**config.mk**
```make
export PLATFORM = sky130hd
export DESIGN_NAME = rf_wr_arb_flat
export DESIGN_NICKNAME = d
export VERILOG_FILES = /design/src/rtl/rf_pkg.sv /design/src/rtl/rf_wr_arb_if.sv /design/src/rtl/rf_wr_buf.sv /design/src/rtl/rf_wr_arb.sv /design/src/flat_wrapper.sv
export SDC_FILE = /design/constraint.sdc
export NUM_CORES = 1
export LEC_CHECK = 0
export ABC_CLOCK_PERIOD_IN_PS = 2500
export BUFFER_PORTS_ARGS = -buffer_cell sky130_fd_sc_hd__buf_2
export CAP_MARGIN = 20
export CORE_MARGIN = 3
export CORE_UTILIZATION = 51
export DETAILED_ROUTE_END_ITERATION = 8
export PLACE_DENSITY = 0.79
export SYNTH_ARGS = -nofsm -noshare
export SYNTH_HDL_FRONTEND = slang
export SYNTH_SLANG_ARGS = --single-unit
```
**constraint.sdc**
```tcl
create_clock -name clk -period 2.5 [get_ports clk]
set_input_delay 0.5 -clock clk [delete_from_list [all_inputs] [get_ports clk]]
set_output_delay 0.5 -clock clk [all_outputs]
set_load 0.02 [all_outputs]
```
**src/rtl/rf_pkg.sv**
```systemverilog
// Shared constants for the register-file write-port arbiter.
package rf_pkg;
  localparam int DATA_W    = 16;
  localparam int REG_SEL_W = 3;
  localparam int NUM_REGS  = 1 << REG_SEL_W;

  localparam logic REQ_A = 1'b0;
  localparam logic REQ_B = 1'b1;
endpackage

```
**src/rtl/rf_wr_arb_if.sv**
```systemverilog
// Requester handshakes plus register-file write controls for rf_wr_arb.
interface rf_wr_arb_if;
  import rf_pkg::*;

  logic                 a_req;
  logic [REG_SEL_W-1:0] a_sel;
  logic [DATA_W-1:0]    a_data;
  logic                 a_ack;
  logic                 b_req;
  logic [REG_SEL_W-1:0] b_sel;
  logic [DATA_W-1:0]    b_data;
  logic                 b_ack;
  logic                 rf_write;
  logic [REG_SEL_W-1:0] rf_writeregsel;
  logic [DATA_W-1:0]    rf_writedata;
  logic [NUM_REGS-1:0]  pend;
  logic                 err;

  modport master (
    output a_req, a_sel, a_data, b_req, b_sel, b_data,
    input  a_ack, b_ack, rf_write, rf_writeregsel, rf_writedata, pend, err
  );

  modport slave (
    input  a_req, a_sel, a_data, b_req, b_sel, b_data,
    output a_ack, b_ack, rf_write, rf_writeregsel, rf_writedata, pend, err
  );
endinterface

```
**src/rtl/rf_wr_buf.sv**
```systemverilog
// One-entry holding buffer in front of the shared write port.
module rf_wr_buf
  import rf_pkg::*;
(
  input  logic                 clk,
  input  logic                 rst,
  input  logic                 accept_i,
  input  logic                 grant_i,
  input  logic [REG_SEL_W-1:0] sel_i,
  input  logic [DATA_W-1:0]    data_i,
  output logic                 full_o,
  output logic [REG_SEL_W-1:0] sel_o,
  output logic [DATA_W-1:0]    data_o
);

  logic                 full_q, full_d;
  logic [REG_SEL_W-1:0] sel_q, sel_d;
  logic [DATA_W-1:0]    data_q, data_d;

  // Accept wins over grant so a granted entry can be replaced in the same cycle.
  always_comb begin
    full_d = full_q;
    sel_d  = sel_q;
    data_d = data_q;
    if (accept_i) begin
      full_d = 1'b1;
      sel_d  = sel_i;
      data_d = data_i;
    end else if (grant_i) begin
      full_d = 1'b0;
    end
  end

  always_ff @(posedge clk or negedge rst) begin
    if (!rst) begin
      full_q <= 1'b0;
      sel_q  <= '0;
      data_q <= '0;
    end else begin
      full_q <= full_d;
      sel_q  <= sel_d;
      data_q <= data_d;
    end
  end

  assign full_o = full_q;
  assign sel_o  = sel_q;
  assign data_o = data_q;

endmodule

```
**src/rtl/rf_wr_arb.sv**
```systemverilog
// Oldest-first / round-robin arbiter for two writers sharing one register-file
// write port, with registered write controls, pending mask and collision flag.
module rf_wr_arb
  import rf_pkg::*;
(
  input  logic        clk,
  input  logic        rst,
  rf_wr_arb_if.slave  bus
);

  logic                 full_a, full_b;
  logic [REG_SEL_W-1:0] sel_a, sel_b;
  logic [DATA_W-1:0]    data_a, data_b;
  logic                 grant_a, grant_b, tie_break;
  logic                 acc_a, acc_b;

  logic                 rr_q, rr_d;
  logic                 a_older_q, a_older_d;
  logic                 tie_q, tie_d;
  logic                 err_q, err_d;
  logic                 wr_q, wr_d;
  logic [REG_SEL_W-1:0] wsel_q, wsel_d;
  logic [DATA_W-1:0]    wdata_q, wdata_d;
  logic [NUM_REGS-1:0]  pend_w;

  rf_wr_buf u_buf_a (
    .clk(clk), .rst(rst), .accept_i(acc_a), .grant_i(grant_a),
    .sel_i(bus.a_sel), .data_i(bus.a_data),
    .full_o(full_a), .sel_o(sel_a), .data_o(data_a)
  );

  rf_wr_buf u_buf_b (
    .clk(clk), .rst(rst), .accept_i(acc_b), .grant_i(grant_b),
    .sel_i(bus.b_sel), .data_i(bus.b_data),
    .full_o(full_b), .sel_o(sel_b), .data_o(data_b)
  );

  always_comb begin
    grant_a   = 1'b0;
    grant_b   = 1'b0;
    tie_break = 1'b0;
    if (full_a && full_b) begin
      if (tie_q) begin
        tie_break = 1'b1;
        grant_a   = (rr_q == REQ_A);
        grant_b   = (rr_q == REQ_B);
      end else begin
        grant_a = a_older_q;
        grant_b = !a_older_q;
      end
    end else begin
      grant_a = full_a;
      grant_b = full_b;
    end
  end

  assign bus.a_ack = !full_a || grant_a;
  assign bus.b_ack = !full_b || grant_b;
  assign acc_a     = bus.a_req && bus.a_ack;
  assign acc_b     = bus.b_req && bus.b_ack;

  // A lone accept makes the other (still-buffered) entry the older one.
  always_comb begin
    rr_d      = tie_break ? !rr_q : rr_q;
    a_older_d = a_older_q;
    tie_d     = tie_q;
    if (acc_a && acc_b) begin
      tie_d = 1'b1;
    end else if (acc_a) begin
      tie_d     = 1'b0;
      a_older_d = 1'b0;
    end else if (acc_b) begin
      tie_d     = 1'b0;
      a_older_d = 1'b1;
    end
    err_d   = acc_a && acc_b && (bus.a_sel == bus.b_sel);
    wr_d    = grant_a || grant_b;
    wsel_d  = wsel_q;
    wdata_d = wdata_q;
    if (grant_a) begin
      wsel_d  = sel_a;
      wdata_d = data_a;
    end else if (grant_b) begin
      wsel_d  = sel_b;
      wdata_d = data_b;
    end
  end

  always_ff @(posedge clk or negedge rst) begin
    if (!rst) begin
      rr_q      <= REQ_A;
      a_older_q <= 1'b0;
      tie_q     <= 1'b0;
      err_q     <= 1'b0;
      wr_q      <= 1'b0;
      wsel_q    <= '0;
      wdata_q   <= '0;
    end else begin
      rr_q      <= rr_d;
      a_older_q <= a_older_d;
      tie_q     <= tie_d;
      err_q     <= err_d;
      wr_q      <= wr_d;
      wsel_q    <= wsel_d;
      wdata_q   <= wdata_d;
    end
  end

  always_comb begin
    pend_w = '0;
    for (int i = 0; i < NUM_REGS; i++) begin
      pend_w[i] = (full_a && (sel_a == REG_SEL_W'(i))) ||
                  (full_b && (sel_b == REG_SEL_W'(i))) ||
                  (wr_q && (wsel_q == REG_SEL_W'(i)));
    end
  end

  assign bus.rf_write       = wr_q;
  assign bus.rf_writeregsel = wsel_q;
  assign bus.rf_writedata   = wdata_q;
  assign bus.pend           = pend_w;
  assign bus.err            = err_q;

endmodule

```
**src/flat_wrapper.sv**
```systemverilog
// flat-port wrapper written by rule: the top's interface ports become plain ports
module rf_wr_arb_flat import rf_pkg::*;
  (clk, rst, bus_a_req, bus_a_sel, bus_a_data, bus_b_req, bus_b_sel, bus_b_data, bus_a_ack, bus_b_ack, bus_rf_write, bus_rf_writeregsel, bus_rf_writedata, bus_pend, bus_err);
  rf_wr_arb_if bus_i ();
  input  logic clk;
  input  logic rst;
  input wire logic [$bits(bus_i.a_req)-1:0] bus_a_req;
  input wire logic [$bits(bus_i.a_sel)-1:0] bus_a_sel;
  input wire logic [$bits(bus_i.a_data)-1:0] bus_a_data;
  input wire logic [$bits(bus_i.b_req)-1:0] bus_b_req;
  input wire logic [$bits(bus_i.b_sel)-1:0] bus_b_sel;
  input wire logic [$bits(bus_i.b_data)-1:0] bus_b_data;
  output wire logic [$bits(bus_i.a_ack)-1:0] bus_a_ack;
  output wire logic [$bits(bus_i.b_ack)-1:0] bus_b_ack;
  output wire logic [$bits(bus_i.rf_write)-1:0] bus_rf_write;
  output wire logic [$bits(bus_i.rf_writeregsel)-1:0] bus_rf_writeregsel;
  output wire logic [$bits(bus_i.rf_writedata)-1:0] bus_rf_writedata;
  output wire logic [$bits(bus_i.pend)-1:0] bus_pend;
  output wire logic [$bits(bus_i.err)-1:0] bus_err;
  assign bus_i.a_req = bus_a_req;
  assign bus_i.a_sel = bus_a_sel;
  assign bus_i.a_data = bus_a_data;
  assign bus_i.b_req = bus_b_req;
  assign bus_i.b_sel = bus_b_sel;
  assign bus_i.b_data = bus_b_data;
  assign bus_a_ack = bus_i.a_ack;
  assign bus_b_ack = bus_i.b_ack;
  assign bus_rf_write = bus_i.rf_write;
  assign bus_rf_writeregsel = bus_i.rf_writeregsel;
  assign bus_rf_writedata = bus_i.rf_writedata;
  assign bus_pend = bus_i.pend;
  assign bus_err = bus_i.err;
  rf_wr_arb u_core (.clk(clk), .rst(rst), .bus(bus_i));
endmodule
```
Word level (Yosys, flattened, before mapping) --
Cells that the tools add are included.
Operators by class: bitwise operators 2, equality and inequality tests 22, reductions and logical operators 61, muxes and demuxes 19
Operator list (number):
- $eq A3 B3 Y1 const B | 12
- $mux W16 | 2
- $logic_and A1 B1 Y1 | 29
- $logic_or A1 B1 Y1 | 19
- $eq A3 B2 Y1 const B | 6
- $mux W1 | 15
- $eq A3 B1 Y1 const B | 3
- $logic_not A3 Y1 | 3
- $reduce_bool A2 Y1 | 4
- $mux W3 | 2
- $logic_not A1 Y1 | 4
- $eq A3 B3 Y1 | 1
- $reduce_bool A3 Y1 | 1
- $not A1 Y1 | 2
- $reduce_and A2 Y1 | 1
Word-level totals: input bits 42, logic and storage cells 117, bits in registers 64, output and inout port bits 31

Longest topological paths before layout --
depth in word-level cells 8, gate-level depth with buffers 8, gate-level depth less buffers 6

Cells and area by module --
A second synthesis with hierarchy kept.
Unflattened totals: cells, all modules 245, area, all modules 3200.6 um^2
Modules (own cells, without submodules):
- rf_wr_buf | area each 819.5 um^2, sequential area each 500.5 um^2, instances 2, cells each 43
- rf_wr_arb | area each 1561.5 um^2, sequential area each 600.6 um^2, instances 1, cells each 159

Least setup slack after synthesis --
OpenSTA, ideal clock, no wires.
path type register to output, start reg u_core.u_buf_b.full_q, in the netlist u_core.u_buf_b.full_o, end out bus_pend[4], path buffers 2, arrival 1.315 ns, slack 0.685 ns, stages on the path, launching flop included 5, data required time 2.000 ns, path through dfrtp_1 buf_2 buf_2 nand2_1 o31ai_1
On the way: word-level cells in the longest chain between the ends 3
RTL lines:
- from (decl) | line rf_wr_buf.sv:16 | logic full_q, full_d;
- from (signal assigned) | line rf_wr_buf.sv:40 | full_q <= full_d;
- $logic_and A1 B1 Y1 | line rf_wr_arb.sv:113 | (full_b && (sel_b == REG_SEL_W'(i))) ||
- $logic_or A1 B1 Y1 | line rf_wr_arb.sv:112 | pend_w[i] = (full_a && (sel_a == REG_SEL_W'(i))) ||
- $logic_or A1 B1 Y1 | line rf_wr_arb.sv:113
- to (decl) | line flat_wrapper.sv:18 | output wire logic [$bits(bus_i.pend)-1:0] bus_pend;
No other way between the ends.

Worst setup path after layout --
start reg u_core.u_buf_a.full_q, in the netlist u_core.u_buf_a.full_o, end out bus_a_ack
On the way: word-level cells in the longest chain between the ends 3, elaborated cells on any way between the ends 4, classes of those cells 1 x mux; 3 x reduce/logical
RTL lines:
- from (decl) | line rf_wr_buf.sv:16
- from (signal assigned) | line rf_wr_buf.sv:40
- $logic_and A1 B1 Y1 | line rf_wr_arb.sv:42 | if (full_a && full_b) begin
- $mux W1 | line rf_wr_arb.sv:42
- $logic_or A1 B1 Y1 (*) | line rf_wr_arb.sv:57 | assign bus.a_ack = !full_a || grant_a;
- to (decl) | line flat_wrapper.sv:13 | output wire logic [$bits(bus_i.a_ack)-1:0] bus_a_ack;
Every way passes the cells marked *; elsewhere a longest branch is shown, timed or not.

==> qor.json <==
{
  "clock_network": {
    "tritoncts": "built",
    "cts.reportedPaths.clkPinSlew_ns": 0.07,
    "cts.path.max_buffers": 2,
    "cts_made_buffers": 9,
    "clk_latency_ns": 0.34,
    "clock_sinks": 64,
    "cts_post_setup_buffers_inserted": 0,
    "post_cts.resized_instances": 0,
    "cts_root_buf": "clkbuf_8",
    "cts_hold_buf": 0,
    "htree_levels": 3
  },
  "route": {
    "detail_route.drc_violations": 0,
    "final_antenna_net_count": 0,
    "detail_route.wirelength.met1_um": 2950,
    "first_pass_iters": 4,
    "met3_length_um": 396,
    "met2WireLength_um": 3220,
    "routed-via-count": 2119,
    "wire_per_inst_um": 17.3,
    "initialDrtViolationCount": 88,
    "top_layer": "met4",
    "wirelength_um": 6620,
    "viasPerCell": 5.55
  },
  "yosys": {
    "yosys.cell_types.count": 38,
    "ys_seq_area_share_pct": 52.7,
    "synthesis.instances": 225,
    "mappedNetlistArea_sq_um": 3040,
    "synth_largest_area_cell": "dfrtp_1",
    "yosys-top-cells-area": "dfrtp_1 53%, mux2_4 8.9%, mux2_1 6.7%",
    "yosysWarningCount": 0,
    "synth_nets": 269,
    "synthesis.area_per_instance_sq_um": 13.5,
    "synth-seq-cells": 64,
    "netlist.area_leader.share_pct": 52.7
  },
  "floorplan": {
    "floorplan.core_area_sq_um": 5640,
    "fp.dieW_um": 83.2,
    "fp.dieH_um": 83.2,
    "die_area_sq_um": 6930,
    "initial_utilization_pct": 53.9,
    "number_of_standard_cell_rows_in_the_floorplan": 27,
    "ports": 73
  },
  "global_routing": {
    "antenna_found_initial": 0,
    "gr-total-overflow": 0,
    "grt_pass1_wl_um": 11300,
    "grt_start_max_net_pins": 35,
    "via_count_of_the_first_global_routing_pass": 2212,
    "track_usage_pct": 20.5
  },
  "timing": {
    "fin_worst_skew_ns": 0.00821,
    "tns_ns": 0,
    "worst-slew-pin-transition_ns": 0.679,
    "period_needed_ns": 2.30,
    "worst_slew_slack_as_a_fraction_of_its_limit_pct": 54.7,
    "rsz0062_at_grt": "no",
    "setup_violation_total_in_the_final_timing_report": 0,
    "timing_max_transition_violations_final": 0,
    "final_min_period_over_clock_period_pct": 92.2,
    "fin_hold_ws_ns": 0.199,
    "report.final.hold_viol_count": 0,
    "max_freq_mhz": 434
  },
  "finish": {
    "diodes": 0,
    "most_common_cell_after_layout_fill_and_taps_aside": "buf_2",
    "nNetsFinal": 349,
    "area_delta_synth_final_pct": 22.4,
    "drive_gt1_share_pct": 43.9,
    "layout_common_cells": "72 x buf_2, 64 x dfrtp_1, 18 x mux2_4, 18 x mux2_1, 17 x or3_1"
  },
  "place": {
    "finalWeightedCongestion": 0.878,
    "port_buffers": 72,
    "detailed_place_hpwl_um": 4690
  },
  "setup_path": {
    "setup.reg_to_reg.worst_slack_ns": 0.50,
    "crit_arrival_ns": 1.80,
    "crit_path_end_kind": "output port",
    "path_buf_inv": 2,
    "r2r_cells": 4,
    "setup.worst_path.start_class": "flop",
    "path_class": "reg -> out",
    "rr_startpoint": "u_core.u_buf_a.full_o$_DFFE_PN0P_",
    "crit_required_ns": 2.00,
    "r2r_end": "u_core.u_buf_b.data_o[6]$_DFFE_PN0P_",
    "critical_path_peak_fanout": 16,
    "cp.depth": 4,
    "worst_path_max_delay_cell": "dfrtp_1",
    "cp_top_family": "flip-flops",
    "worst_path_largest_cell_delay_ns": 0.62,
    "series_of_cell_instances_along_the_critical_path": "buf_4, and2_1, o21ai_0, buf_2"
  },
  "pwr": {
    "power.density_nw_per_um2": 1210,
    "p_sw_uw": 1620,
    "power.combinational.fraction_pct": 37.2,
    "worst_ir_drop_vdd_uv": 566,
    "p_int_uw": 2890,
    "switching_share_pct": 35.9,
    "pwr-share-seq_pct": 38.0,
    "static-leakage-power_uw": 0.00171,
    "clock_power_share_pct": 24.7
  },
  "run": {
    "timing.max_cap.violations": 0
  },
  "worst_hold_path": {
    "min-delay-path-class": "in -> async"
  },
  "run_status": {
    "run_status": "completed"
  }
}
flip-flops by register name, summed over array words and instances (netlist names):
| signal | count |
|---|---|
| u_core.bus.rf_writedata | 16 |
| u_core.u_buf_a.data_o | 16 |
| u_core.u_buf_b.data_o | 16 |
| u_core.bus.rf_writeregsel | 3 |
| u_core.u_buf_a.sel_o | 3 |
| u_core.u_buf_b.sel_o | 3 |
| u_core.a_older_q | 1 |
| u_core.bus.err | 1 |
| u_core.bus.rf_write | 1 |
| u_core.rr_q | 1 |
| u_core.tie_q | 1 |
| u_core.u_buf_a.full_o | 1 |
| u_core.u_buf_b.full_o | 1 |
Yosys cell counts:
| library cell | count |
|---|---|
| dfrtp_1 | 64 |
| mux2_1 | 18 |
| mux2_4 | 18 |
| or3_1 | 17 |
| nand3_1 | 12 |
| o221a_1 | 10 |
| nand2_1 | 9 |
| o221a_2 | 9 |
| nor2b_1 | 8 |
| inv_1 | 5 |
| nor2_1 | 5 |
| buf_6 | 4 |
| nand4_1 | 4 |
| o31ai_4 | 4 |
| clkbuf_1 | 3 |
| mux2_2 | 3 |
| o21ai_0 | 3 |
| a22oi_1 | 2 |
| buf_2 | 2 |
| buf_8 | 2 |
| ha_1 | 2 |
| nand2b_1 | 2 |
| o31ai_1 | 2 |
| xnor2_1 | 2 |
| xor2_1 | 2 |
| a21o_1 | 1 |
| a31o_2 | 1 |
| a31oi_1 | 1 |
| a32o_1 | 1 |
| a32oi_1 | 1 |
| and2_1 | 1 |
| and2_4 | 1 |
| buf_4 | 1 |
| mux2i_1 | 1 |
| nor2_2 | 1 |
| nor2b_2 | 1 |
| nor2b_4 | 1 |
| nor3_1 | 1 |
layer usage:
metal | vias up | track usage [%]
li1 | 1003 | -
met1 | 1042 | 27.6
met2 | 68 | 32.8
met3 | 6 | 5.06
met4 | 0 | 6.39
met5 | - | 0
per-stage QoR:
stage,utilization (%),setup WS [ns],cells,area [sq um],total power [uW]
finish,66.0,0.196,382,3720,4510
global route,66.0,0.0627,382,3720,4770
CTS,66.0,0.175,382,3720,4540
detailed placement,61.5,0.538,366,3470,3410
global placement,61.5,0.583,366,3470,3360
floorplan,-,0.685,225,3040,2890
logic make-up after synthesis:
kind of cell	count (synthesis)	synth area share (%)
adder cells (fa/ha/maj)	2	0.823
multiplexers	40	17.0
flip-flops	64	52.7
AND/OR/NAND/NOR	63	11.7
buffers and inverters	17	4.03
AO/OA/AOI/OAI	35	12.7
XOR/XNOR	4	1.15
area by class of cell:
class,instances,area (sq um)
fillers,434,1920
flip-flops and latches,64,1600
multi-input cells,144,1320
repair buffers,81,440
clock buffers,11,151
clock inverters,5,103
well taps,72,90.1
inverters,5,18.8
worst max path at each step:
stage | startpoint | end | slack [ns]
global route | u_core.u_buf_a.full_o$_DFFE_PN0P_ | bus_a_ack | 0.06
global placement | u_core.u_buf_a.full_o$_DFFE_PN0P_ | u_core.u_buf_b.data_o[9]$_DFFE_PN0P_ | 0.58
finish | u_core.u_buf_a.full_o$_DFFE_PN0P_ | bus_a_ack | 0.20
floorplan | u_core.u_buf_b.full_o$_DFFE_PN0P_ | bus_pend[4] | 0.69
detailed placement | u_core.u_buf_a.full_o$_DFFE_PN0P_ | u_core.u_buf_b.data_o[8]$_DFFE_PN0P_ | 0.54
CTS | u_core.u_buf_a.full_o$_DFFE_PN0P_ | bus_a_ack | 0.17
power by group through the flow:
| stage | registers, uW | clock network, uW | logic [uW] |
|---|---|---|---|
| 4_1_cts | 1710 | 1130 | 1700 |
| 3_5_place_dp | 1720 | 0 | 1690 |
| 5_1_grt | 1770 | 1180 | 1820 |
| 3_3_place_gp | 1710 | 0 | 1650 |
| 6_report | 1710 | 1120 | 1680 |
| 2_1_floorplan | 1830 | 0 | 1070 |
Note: power is estimated with default switching activity, not from simulation.
